[config.mk]
export PLATFORM = sky130hd
export DESIGN_NAME = mux_sel_arbiter
export DESIGN_NICKNAME = d
export VERILOG_FILES = /design/src/rtl/mux_sel_pkg.sv /design/src/rtl/mux_out_reg.sv /design/src/rtl/mux_sel_arbiter.sv
export SDC_FILE = /design/constraint.sdc
export NUM_CORES = 1
export LEC_CHECK = 0
export CAP_MARGIN = 5
export CELL_PAD_IN_SITES_DETAIL_PLACEMENT = 0
export CELL_PAD_IN_SITES_GLOBAL_PLACEMENT = 2
export CORE_ASPECT_RATIO = 1.2
export CORE_MARGIN = 1.5
export CORE_UTILIZATION = 35
export CTS_BUF_LIST = sky130_fd_sc_hd__clkbuf_8
export DETAILED_ROUTE_END_ITERATION = 12
export PLACE_DENSITY = 0.95
export SYNTH_ARGS = -nofsm -noshare
export SYNTH_HDL_FRONTEND = slang
export SYNTH_HIERARCHICAL = 1
export SYNTH_SLANG_ARGS = --single-unit
[constraint.sdc]
create_clock -name clk -period 4.3 [get_ports clk]
set_input_delay 0.645 -clock clk [delete_from_list [all_inputs] [get_ports clk]]
set_output_delay 0.645 -clock clk [all_outputs]
set_load 0.005 [all_outputs]
[src/rtl/mux_sel_pkg.sv]
// Shared definitions for the mux_sel_arbiter codebase slice.
// Contents: FSM state encodings, mux select encodings, and the beat-counter width helper.
package mux_sel_pkg;

  typedef logic [1:0] state_t;

  localparam state_t ST_IDLE    = 2'd0;
  localparam state_t ST_GRANT_A = 2'd1;
  localparam state_t ST_GRANT_B = 2'd2;

  localparam logic SEL_A = 1'b0;
  localparam logic SEL_B = 1'b1;

  // Width that can hold 0..burst_len.
  function automatic int unsigned cnt_width(input int unsigned burst_len);
    return $clog2(burst_len + 1);
  endfunction

endpackage

[src/rtl/mux_out_reg.sv]
// Single-entry valid/ready output register with full throughput.
// Ports:
//   clk, rst_n           clock, async active-low reset
//   in_valid, in_data    upstream beat offered
//   in_ready             space available (!out_valid | out_ready), combinational
//   out_valid, out_data  registered downstream beat
//   out_ready            downstream accepts
module mux_out_reg #(
  parameter int unsigned DATA_W = 1
) (
  input  logic              clk,
  input  logic              rst_n,
  input  logic              in_valid,
  input  logic [DATA_W-1:0] in_data,
  output logic              in_ready,
  output logic              out_valid,
  output logic [DATA_W-1:0] out_data,
  input  logic              out_ready
);

  assign in_ready = !out_valid || out_ready;

  // Load on accept; clear valid when popped without a replacement.
  always_ff @(posedge clk or negedge rst_n) begin
    if (!rst_n) begin
      out_valid <= 1'b0;
      out_data  <= '0;
    end else if (in_ready) begin
      out_valid <= in_valid;
      if (in_valid) begin
        out_data <= in_data;
      end
    end
  end

endmodule

[src/rtl/mux_sel_arbiter.sv]
// Two-source arbiter feeding the 2:1 mux: grants A or B for up to BURST_LEN
// beats, drives the mux select and steers the granted stream into a registered
// output stage.
// Optional: define MUX_SEL_FIXED_PRIO_EN to make A always win (B may starve);
// default build is round-robin.
// Ports:
//   clk, rst_n                    clock, async active-low reset
//   a_valid, a_data, a_ready      source A stream (a_ready combinational on space)
//   b_valid, b_data, b_ready      source B stream (b_ready combinational on space)
//   select                        registered grant, 0=A 1=B, held in IDLE
//   out_valid, out_data, out_ready registered output stream
module mux_sel_arbiter
  import mux_sel_pkg::*;
#(
  parameter int unsigned DATA_W    = 1,
  parameter int unsigned BURST_LEN = 4
) (
  input  logic              clk,
  input  logic              rst_n,
  input  logic              a_valid,
  input  logic [DATA_W-1:0] a_data,
  output logic              a_ready,
  input  logic              b_valid,
  input  logic [DATA_W-1:0] b_data,
  output logic              b_ready,
  output logic              select,
  output logic              out_valid,
  output logic [DATA_W-1:0] out_data,
  input  logic              out_ready
);

  localparam int unsigned CNT_W = cnt_width(BURST_LEN);
  localparam logic [CNT_W-1:0] CNT_LAST = CNT_W'(BURST_LEN - 1);

  state_t           state_q, state_d;
  logic             sel_q, sel_d;
  logic             prio_q, prio_d;
  logic [CNT_W-1:0] count_q, count_d;
  logic             space;
  logic             yield;
  logic             grant_valid;
  logic [DATA_W-1:0] grant_data;

  assign a_ready = (state_q == ST_GRANT_A) && space;
  assign b_ready = (state_q == ST_GRANT_B) && space;
  assign select  = sel_q;

  // Offer only the granted source to the output register.
  assign grant_valid = ((state_q == ST_GRANT_A) && a_valid) ||
                       ((state_q == ST_GRANT_B) && b_valid);
  assign grant_data  = (state_q == ST_GRANT_B) ? b_data : a_data;

  mux_out_reg #(.DATA_W(DATA_W)) u_out_reg (
    .clk       (clk),
    .rst_n     (rst_n),
    .in_valid  (grant_valid),
    .in_data   (grant_data),
    .in_ready  (space),
    .out_valid (out_valid),
    .out_data  (out_data),
    .out_ready (out_ready)
  );

  // State registers.
  always_ff @(posedge clk or negedge rst_n) begin
    if (!rst_n) begin
      state_q <= ST_IDLE;
      sel_q   <= SEL_A;
      prio_q  <= SEL_A;
      count_q <= '0;
    end else begin
      state_q <= state_d;
      sel_q   <= sel_d;
      prio_q  <= prio_d;
      count_q <= count_d;
    end
  end

  // Next-state: grant selection, burst counting and release handoff.
  always_comb begin
    state_d = state_q;
    sel_d   = sel_q;
    prio_d  = prio_q;
    count_d = count_q;
    yield   = 1'b0;

    case (state_q)
      ST_IDLE: begin
        if (a_valid && (!b_valid || (prio_q == SEL_A))) begin
          state_d = ST_GRANT_A;
          sel_d   = SEL_A;
        end else if (b_valid) begin
          state_d = ST_GRANT_B;
          sel_d   = SEL_B;
        end
      end
      ST_GRANT_A: begin
        if (!a_valid) begin
          yield = 1'b1;
        end else if (space) begin
          if (count_q == CNT_LAST) yield = 1'b1;
          else count_d = count_q + CNT_W'(1);
        end
      end
      ST_GRANT_B: begin
        if (!b_valid) begin
          yield = 1'b1;
        end else if (space) begin
          if (count_q == CNT_LAST) yield = 1'b1;
          else count_d = count_q + CNT_W'(1);
        end
      end
      default: begin
        state_d = ST_IDLE;
      end
    endcase

    // Release: hand straight to the next eligible source, else fall to IDLE.
    if (yield) begin
      count_d = '0;
`ifdef MUX_SEL_FIXED_PRIO_EN
      prio_d = SEL_A;
      if (a_valid) begin
        state_d = ST_GRANT_A;
        sel_d   = SEL_A;
      end else if ((state_q == ST_GRANT_A) && b_valid) begin
        state_d = ST_GRANT_B;
        sel_d   = SEL_B;
      end else begin
        state_d = ST_IDLE;
      end
`else
      prio_d = (state_q == ST_GRANT_A) ? SEL_B : SEL_A;
      if ((state_q == ST_GRANT_A) && b_valid) begin
        state_d = ST_GRANT_B;
        sel_d   = SEL_B;
      end else if ((state_q == ST_GRANT_B) && a_valid) begin
        state_d = ST_GRANT_A;
        sel_d   = SEL_A;
      end else begin
        state_d = ST_IDLE;
      end
`endif
    end
  end

endmodule

# Word level (Yosys, flattened, before mapping)
# Cells that the tools add are included.
op_classes:
  addsub: 1
  n_eq_ne: 7
  muxes: 25
  n_bitwise: 1
  n_reduce_logical: 18
op_table:
  columns: ["op", "n"]
  rows:
  - ["two-way mux 3 bit", 5]
  - ["two-way mux 1 bit", 13]
  - ["two-way mux 2 bit", 4]
  - ["logical AND 1 bit", 7]
  - ["!= test 3 bit (second input constant)", 2]
  - ["case mux 3 bit (2 select lines)", 1]
  - ["!= test 4 bit (second input constant)", 1]
  - ["case mux 2 bit (2 select lines)", 1]
  - ["AND reduction 2 bit", 2]
  - ["adder 3 x 1 -> 3 bit (second input constant)", 1]
  - ["== test 3 x 2 -> 1 bit (second input constant)", 1]
  - ["logical OR 1 bit", 3]
  - ["AND reduction 3 bit", 1]
  - ["nonzero test 3 bit", 1]
  - ["== test 2 x 1 -> 1 bit (second input constant)", 1]
  - ["== test 2 bit (second input constant)", 1]
  - ["logical NOT 1 bit", 2]
  - ["logical NOT 2 bit", 1]
  - ["!= test 2 x 1 -> 1 bit (second input constant)", 1]
  - ["case mux 1 bit (2 select lines)", 1]
  - ["OR reduction 2 bit", 1]
  - ["inverter 1 bit", 1]
totals:
  ff_bits: 9
  inputBits: 7
  out_inout_bits: 5

# Depth between registers and ports, before layout
# Gate-level depths: netlist (run 1).
logic_depth:
  depth_word: 8
  ltp_mapped: 6
  ltp_nobuf: 6

# Hierarchy
# Netlist (run 1), hierarchy kept.
modules_own_cells:
  columns: ["mod", "n_inst", "cells_per_inst", "area_per_inst_um2", "seq_area_each_um2"]
  rows:
  - ["mux_sel_arbiter", 1, 52, 516.7, 175.2]
  - ["mux_out_reg", 1, 6, 92.6, 50.0]

# Worst setup path after synthesis (run 1)
# OpenSTA, ideal clock, no wires.
synth_path:
  path_kind: "reg-to-reg"
  from: "register count_q[0]"
  to: "register state_q[0]"
  setup_ns: 0.131
  arrival_time_ns: 1.574
  t_required_ns: 4.169
  path_slack_ns: 2.595
  path_stages_with_launch: 7
  period_less_slack_ns: 1.705
  cell_sequence: "dfrtp_1 ha_1 ha_1 o211a_1 o31ai_2 a211oi_1 or3_1"
synth_via:
  elab_chain_cells: 7
  elab_cells_between_ends: 10
synth_lines:
  columns: ["item", "line", "text"]
  rows:
  - ["from (decl)", "mux_sel_arbiter.sv:38", "logic [CNT_W-1:0] count_q, count_d;"]
  - ["from (signal assigned)", "mux_sel_arbiter.sv:75", "count_q <= count_d;"]
  - ["== test 3 x 2 -> 1 bit *", "mux_sel_arbiter.sv:101, mux_sel_arbiter.sv:109", null]
  - ["two-way mux 1 bit *", "mux_sel_arbiter.sv:101, mux_sel_arbiter.sv:109", null]
  - ["two-way mux 1 bit *", "mux_sel_arbiter.sv:108", "end else if (space) begin"]
  - ["two-way mux 1 bit, on equally long branches", "mux_sel_arbiter.sv:106, mux_sel_arbiter.sv:98", null]
  - ["case mux 1 bit (2 select lines) *", "mux_sel_arbiter.sv:87", "case (state_q)"]
  - ["!= test 4 bit (no line) / != test 2 x 1 -> 1 bit (equally long branches)", null, null]
  - ["AND reduction 2 bit (no line)", null, null]
  - ["to (signal assigned)", "mux_sel_arbiter.sv:72", "state_q <= state_d;"]
  - ["to (decl)", "mux_sel_arbiter.sv:35", "state_t state_q, state_d;"]
# Every way passes the cells marked *; elsewhere a longest branch is shown, timed or not.
# A chain may end at the register's enable or synchronous reset.

# Worst setup path in the final report (run 1)
layout_path:
  from: "input out_ready"
  to: "output b_ready"
layout_via:
  elab_chain_cells: 2
layout_lines:
  columns: ["item", "line", "text"]
  rows:
  - ["from (decl)", "mux_sel_arbiter.sv:29", "input logic out_ready"]
  - ["logical OR 1 bit", "mux_out_reg.sv:21", "assign in_ready = !out_valid || out_ready;"]
  - ["via space", "mux_sel_arbiter.sv:39", "logic space;"]
  - ["logical AND 1 bit", "mux_sel_arbiter.sv:45", "assign b_ready = (state_q == ST_GRANT_B) && space;"]
  - ["to (decl)", "mux_sel_arbiter.sv:25", "output logic b_ready,"]
# The timed path passes the listed nets, and every way through them passes these cells.

==> metrics.txt, run 1 <==
Hold Buf Count CTS=0; Worst Path Buf+Inv=2; ratio of cells with drive above 1 in the final layout=0.178; post-route setup slack=1.81 ns; top-area cell type share of the netlist area=0.370; # resized after CTS=0; Max-cap violations=0; die area=2000 sq um; DRT antenna net count=0; DR pass1 iterations=3; DRC viols=0; vias in the first global route=448; Antenna Cells=0; final global-route overflow total=0; placed cell count=87; Post-Route WL=1160 um; post-synthesis cell count=58; setup bufs post-CTS=0; Nets=86; top post-synthesis cells by area=dfrtp_1 (37%), ha_1 (10%), mux2_1 (3.7%); Seq/Total Area, Yosys=0.370; Final Instance Area=787 sq um; area post-placement=742 sq um; DP HPWL=900 um; syn avg cell area=10.5 sq um; RSZ-0062 raised after global routing=false; Synthesized Nets=70; Max Slew Vio Count=0; clk_skew=0.000516 ns; worst path arrival time=1.84 ns; final setup violating endpoints=0; Setup CP Type=primary input to output port; CP top delay family=buffers and inverters; first-pass GRT wire length=1950 um; TritonCTS Buffers=3; Core Rows=16; H-tree depth=1; WP data required=3.65 ns; Synth cell types=31; initial antenna violation count=0; Core ar.=1640 sq um; RR Startpoint=state_q[0]$_DFFE_PN0P_; Hold Crit Class=flip-flop to flip-flop; Worst-Skew Late Latency=0.23 ns; PortBufs=11; fin crit period=2.49 ns; Clk pin slew, worst setup/hold paths=0.04 ns; Power Dens Cells=668 nW/um^2; wire per inst=12.8 um; Worst Tran Pin Value=0.435 ns; fin crit share=0.579; Synth area leader=dfrtp_1; Worst Setup Start Kind=primary input; Vias/cell=5.11; Starting Density=0.371; crit-path most repeated cell=clkdlybuf4s50_1; Ports=12; post-synthesis instance area=609 sq um; Fin. Hold Viols=0; root buffer cell=clkbuf_8; commonest non-fill, non-tap cell in the layout=clkdlybuf4s50_1; All-Layer GR Usage=0.144; initial DRC count=2; commonest non-fill, non-tap cells in the layout=clkdlybuf4s50_1 (11), dfrtp_1 (9), inv_1 (5), nor2_1 (5), ha_1 (5); maximum clock path buffer count=2; Finished Core Util=0.479; critical-path cell list=clkdlybuf4s50_1 -> nand2b_4 -> and2_1 -> clkdlybuf4s50_1; Critical Path End Type=output port; Slew HR=0.709; status=completed; Hold Startpoint=prio_q$_DFFE_PN0P_; CP max stage delay=0.49 ns; max frequency=402 MHz; Finished Layout Cells=91; Max stage delay cell, worst path=clkdlybuf4s50_1; Yosys reg bits=9; CTS tree=built; clk sinks=9; Final TNS setup=0 ns; Critical Path Start=out_ready; synth warn=6; Layout Area Growth over Synthesis=29.2%; routed vias=465; GP Congestion=0.775; DP Worst Slack=1.80 ns; pin count of the biggest net entering global routing=10; peak supply drop=0.000224 V; crit-path max FO=6; Die X-Extent=41.1 um; P_leak=0.352 nW; Die Height=48.7 um
==> path summary, 6_finish.rpt <==
path	to	slack, ns	cells after the start
worst min register to register	prio_q$_DFFE_PN0P_	0.48	1
worst max-delay path	b_ready	1.81	4
max in group asynchronous	select$_DFF_PN0_	3.28	1
worst max register to register	state_q[0]$_DFFE_PN0P_	2.39	6
min in group asynchronous	count_q[2]$_DFFE_PN0P_	0.72	1
worst min-delay path	prio_q$_DFFE_PN0P_	0.48	1
==> per-stage QoR <==
stage | total power [mW] | hold WS [ns]
after global placement | 0.426 | 0.477
after floorplan | 0.346 | 0.349
after global routing | 0.576 | 0.508
after detailed placement | 0.433 | 0.482
final | 0.526 | 0.483
after CTS | 0.532 | 0.492
==> cells in the mapped netlist (all sizes together) <==
| library cell | instances |
|---|---|
| a211oi | 2 |
| a21boi | 1 |
| a21oi | 1 |
| a22o | 1 |
| a22oi | 1 |
| and2 | 3 |
| dfrtp | 9 |
| ha | 5 |
| inv | 4 |
| mux2 | 3 |
| mux2i | 1 |
| nand2 | 5 |
| nand2b | 1 |
| nand4 | 1 |
| nor2 | 5 |
| nor2b | 3 |
| nor3 | 1 |
| nor4 | 1 |
| o211a | 1 |
| o211ai | 1 |
| o21ai | 3 |
| o31ai | 1 |
| or2b | 1 |
| or3 | 2 |
| xnor2 | 1 |
==> worst reg2reg max path, stage by stage, from the launching register on <==
cell,delay [ns]
dfrtp_1,0.38
inv_1,0.08
ha_1,0.28
nor2b_2,0.22
o31ai_2,0.33
a211oi_1,0.11
or3_1,0.38
==> metal layers <==
metal  up-vias  part of all wire  track usage
met5         -                 0            0
met4         0             0.029       0.0806
met3         4             0.048       0.0413
met2        13              0.47        0.219
met1       215              0.45        0.171
li1        233                 -            -
==> cell families (layout without fill, tap and decap cells) <==
kind of cell / after synthesis / after routing / synth area share
AOI/OAI and AO/OA: 12 / 12 / 0.154
xor gates and xnor gates: 1 / 1 / 0.0144
adders and majority gates: 5 / 5 / 0.103
buffers and inverters: 4 / 19 / 0.0246
DFF: 9 / 9 / 0.370
muxes: 4 / 4 / 0.0780
and+or+nand+nor: 23 / 23 / 0.257
==> sequential cells by signal, indices dropped and copies added, names as in the netlist <==
register and count:
u_out_reg/out_valid 1, count_q 3, prio_q 1, state_q 2
u_out_reg/out_data 1, select 1
==> power by group <==
group | total, mW | internal [mW] | switching, mW
Sequential | 0.152 | 0.127 | 0.0256
Combinational | 0.277 | 0.150 | 0.127
Clock | 0.0959 | 0.0622 | 0.0337
Total | 0.526 | 0.339 | 0.187
==> area by class of cell <==
class / count / area (sq um)
Inverter: 4 / 15.0
Timing Repair Buffer: 11 / 110
Clock inverter: 1 / 3.75
Clock buffer: 3 / 41.3
Fill cell: 156 / 855
Tap cell: 18 / 22.5
Sequential cell: 9 / 225
Multi-Input combinational cell: 45 / 369
No activity file was read; power rests on OpenSTA's default activity.
==> run 2, diff against run 1 <==
--- a/config.mk
+++ b/config.mk
@@ -10,10 +10,10 @@
 export CELL_PAD_IN_SITES_GLOBAL_PLACEMENT = 2
 export CORE_ASPECT_RATIO = 1.2
 export CORE_MARGIN = 1.5
-export CORE_UTILIZATION = 35
+export CORE_UTILIZATION = 29
 export CTS_BUF_LIST = sky130_fd_sc_hd__clkbuf_8
 export DETAILED_ROUTE_END_ITERATION = 12
-export PLACE_DENSITY = 0.95
+export PLACE_DENSITY = 0.86
 export SYNTH_ARGS = -nofsm -noshare
 export SYNTH_HDL_FRONTEND = slang
 export SYNTH_HIERARCHICAL = 1
==> constraint.sdc (replaced) <==
create_clock -name clk -period 2.21 [get_ports clk]
set_input_delay 0.3315 -clock clk [delete_from_list [all_inputs] [get_ports clk]]
set_output_delay 0.3315 -clock clk [all_outputs]
set_load 0.005 [all_outputs]
==> run 2 against run 1 <==
Clock power grew 98%. Sequential power rose by 98%. Die area grew 19%. Utilization down 9.0 points. Count of clock-buffer cells in the layout unchanged. Flip-flop and latch count unchanged. Critical endpoint is now a_ready. Largest power group unchanged.
==> metrics.txt, run 2 (synthesis results as in run 1) <==
peak supply drop=0.000559 V (was 0.000224 V); P_sw=368 uW (was 187 uW); met1 usage=0.141 (was 0.171); pin count of the biggest net entering global routing=10 (unchanged); RSZ-0062 raised after global routing=false (unchanged); GR peak layer=met2 (unchanged); Nets=86 (unchanged); Starting Density=0.301 (was 0.371); Clk pwr share=0.185 (was 0.183); # resized after CTS=0 (unchanged); clk sinks=9 (unchanged); total power=1.03 mW (was 526 uW); first-pass GRT wire length=2000 um (was 1950 um); Worst-Skew Late Latency=0.23 ns (about the same); PortBufs=11 (unchanged); Largest register FFs=3 (unchanged); max frequency=494 MHz; Hold Buf Count CTS=0 (unchanged); Fin. Hold Viols=0 (unchanged); All-Layer GR Usage=0.118 (was 0.144); DR pass1 iterations=4 (was 3); area post-placement=744 sq um (was 742 sq um); DP HPWL=884 um (was 900 um); Layout Area Growth over Synthesis=29.6% (was 29.2%); ratio of cells with drive above 1 in the final layout=0.178 (unchanged); met3 global-route usage=0.0341 (was 0.0413); crit-path max FO=8 (was 6); Logic pwr share=0.522 (was 0.527); Top Registers=count_q (3), state_q (2) (unchanged); clk_skew=0.00254 ns (was 0.000516 ns); P_leak=0.352 nW (unchanged); CTS tree=built (unchanged); GR Layer Usage met2=0.184 (was 0.219); initial DRC count=24 (was 2); setup bufs post-CTS=0 (unchanged); routed vias=487 (was 465); Net Sw Frac=0.359 (was 0.355); Final TNS setup=0 ns (unchanged); Critical Path End Type=output port (unchanged); Worst Setup Start Kind=flip-flop (was primary input); Ports=12 (unchanged); Max Slew Vio Count=0 (unchanged); Flop pwr share=0.293 (was 0.290); TritonCTS Buffers=3 (unchanged); Hold Crit Class=primary input to async pin (was flip-flop to flip-flop); commonest non-fill, non-tap cell in the layout=clkdlybuf4s50_1 (unchanged); Max-cap violations=0 (unchanged); Die X-Extent=44.8 um (was 41.1 um); vias in the first global route=452 (was 448); DRC viols=0 (unchanged); maximum clock path buffer count=2 (unchanged); wire per inst=12.7 um (was 12.8 um); Setup CP Type=flip-flop to output port (was primary input to output port); fin crit share=0.915; Post-Route WL=1180 um (was 1160 um); worst path arrival time=1.69 ns (was 1.84 ns); Pint=658 uW (was 339 uW); Clk pin slew, worst setup/hold paths=0.05 ns (was 0.04 ns); die area=2390 sq um (was 2000 sq um); commonest non-fill, non-tap cells in the layout=clkdlybuf4s50_1 (11), dfrtp_1 (9), inv_1 (5), nor2_1 (5), ha_1 (5) (unchanged); Antenna Cells=0 (unchanged); status=completed (unchanged); GP Congestion=0.750 (was 0.775); fin crit period=2.02 ns; Core Rows=18 (was 16); register bank with the most flops=count_q (unchanged); root buffer cell=clkbuf_8 (unchanged); H-tree depth=1 (unchanged); Final Instance Area=790 sq um (was 787 sq um); DRT antenna net count=0 (unchanged); Worst Tran Pin Value=0.429 ns (was 0.435 ns); Slew HR=0.713 (was 0.709); Die Height=53.2 um (was 48.7 um); WP data required=1.88 ns (was 3.65 ns); final global-route overflow total=0 (unchanged); initial antenna violation count=0 (unchanged); Power Dens Cells=1300 nW/um^2 (was 668 nW/um^2); Vias/cell=5.24 (was 5.11); Core ar.=2030 sq um (was 1640 sq um); final setup violating endpoints=0 (unchanged)
-- run 2: cell counts in the layout (fill, tap and decap cells not counted) --
No cell type changed its count.
-- run 2: metal layers --
metal,wire length [um],part of all wire,vias to the layer above
li1,-,-,237
met1,525,0.44,228
met2,547,0.46,20
met3,92,0.078,2
met4,16,0.014,0
met5,0,0,-
-- run 2: final timing paths --
kind	from	end	slack (ns)	depth (start not counted)
max in group asynchronous	rst_n	count_q[0]$_DFFE_PN0P_	1.51	1
setup reg to reg	state_q[0]$_DFFE_PN0P_	state_q[0]$_DFFE_PN0P_	0.35	6
min in group clk	prio_q$_DFFE_PN0P_	prio_q$_DFFE_PN0P_	0.50	1
hold reg to reg	prio_q$_DFFE_PN0P_	prio_q$_DFFE_PN0P_	0.50	1
setup / recovery	state_q[1]$_DFFE_PN0P_	a_ready	0.19	4
hold / removal	rst_n	select$_DFF_PN0_	0.40	1
-- run 2: final cells by class --
cell class                      instances  area [sq um]
Clock buffer                            3          41.3
Clock inverter                          1          3.75
Fill cell                             194          1240
Inverter                                4          15.0
Multi-Input combinational cell         45           369
Sequential cell                         9           225
Tap cell                               20          25.0
Timing Repair Buffer                   11           110
-- run 2: worst max-delay path, stage by stage (launching register included) --
cell	delay (ns)
dfrtp_1	0.39
inv_1	0.10
ha_1	0.31
and2_1	0.17
clkdlybuf4s50_1	0.49
-- run 2: power groups by stage --
| stage | clock (mW) | combinational [mW] | sequential, mW |
|---|---|---|---|
| 2_1_floorplan | 0 | 0.379 | 0.294 |
| 3_3_place_gp | 0 | 0.538 | 0.299 |
| 3_5_place_dp | 0 | 0.537 | 0.304 |
| 4_1_cts | 0.193 | 0.541 | 0.302 |
| 5_1_grt | 0.209 | 0.597 | 0.310 |
| 6_report | 0.190 | 0.536 | 0.301 |
-- run 2: through the flow --
stage                util  hold slack (ns)  cells  setup WS, ns
CTS                 0.390            0.430     93         0.187
floorplan               -           0.0359     58         0.505
finish              0.390            0.405     93         0.187
global placement    0.367            0.495     89         0.299
global route        0.390            0.439     93        0.0712
detailed placement  0.367            0.490     89         0.283
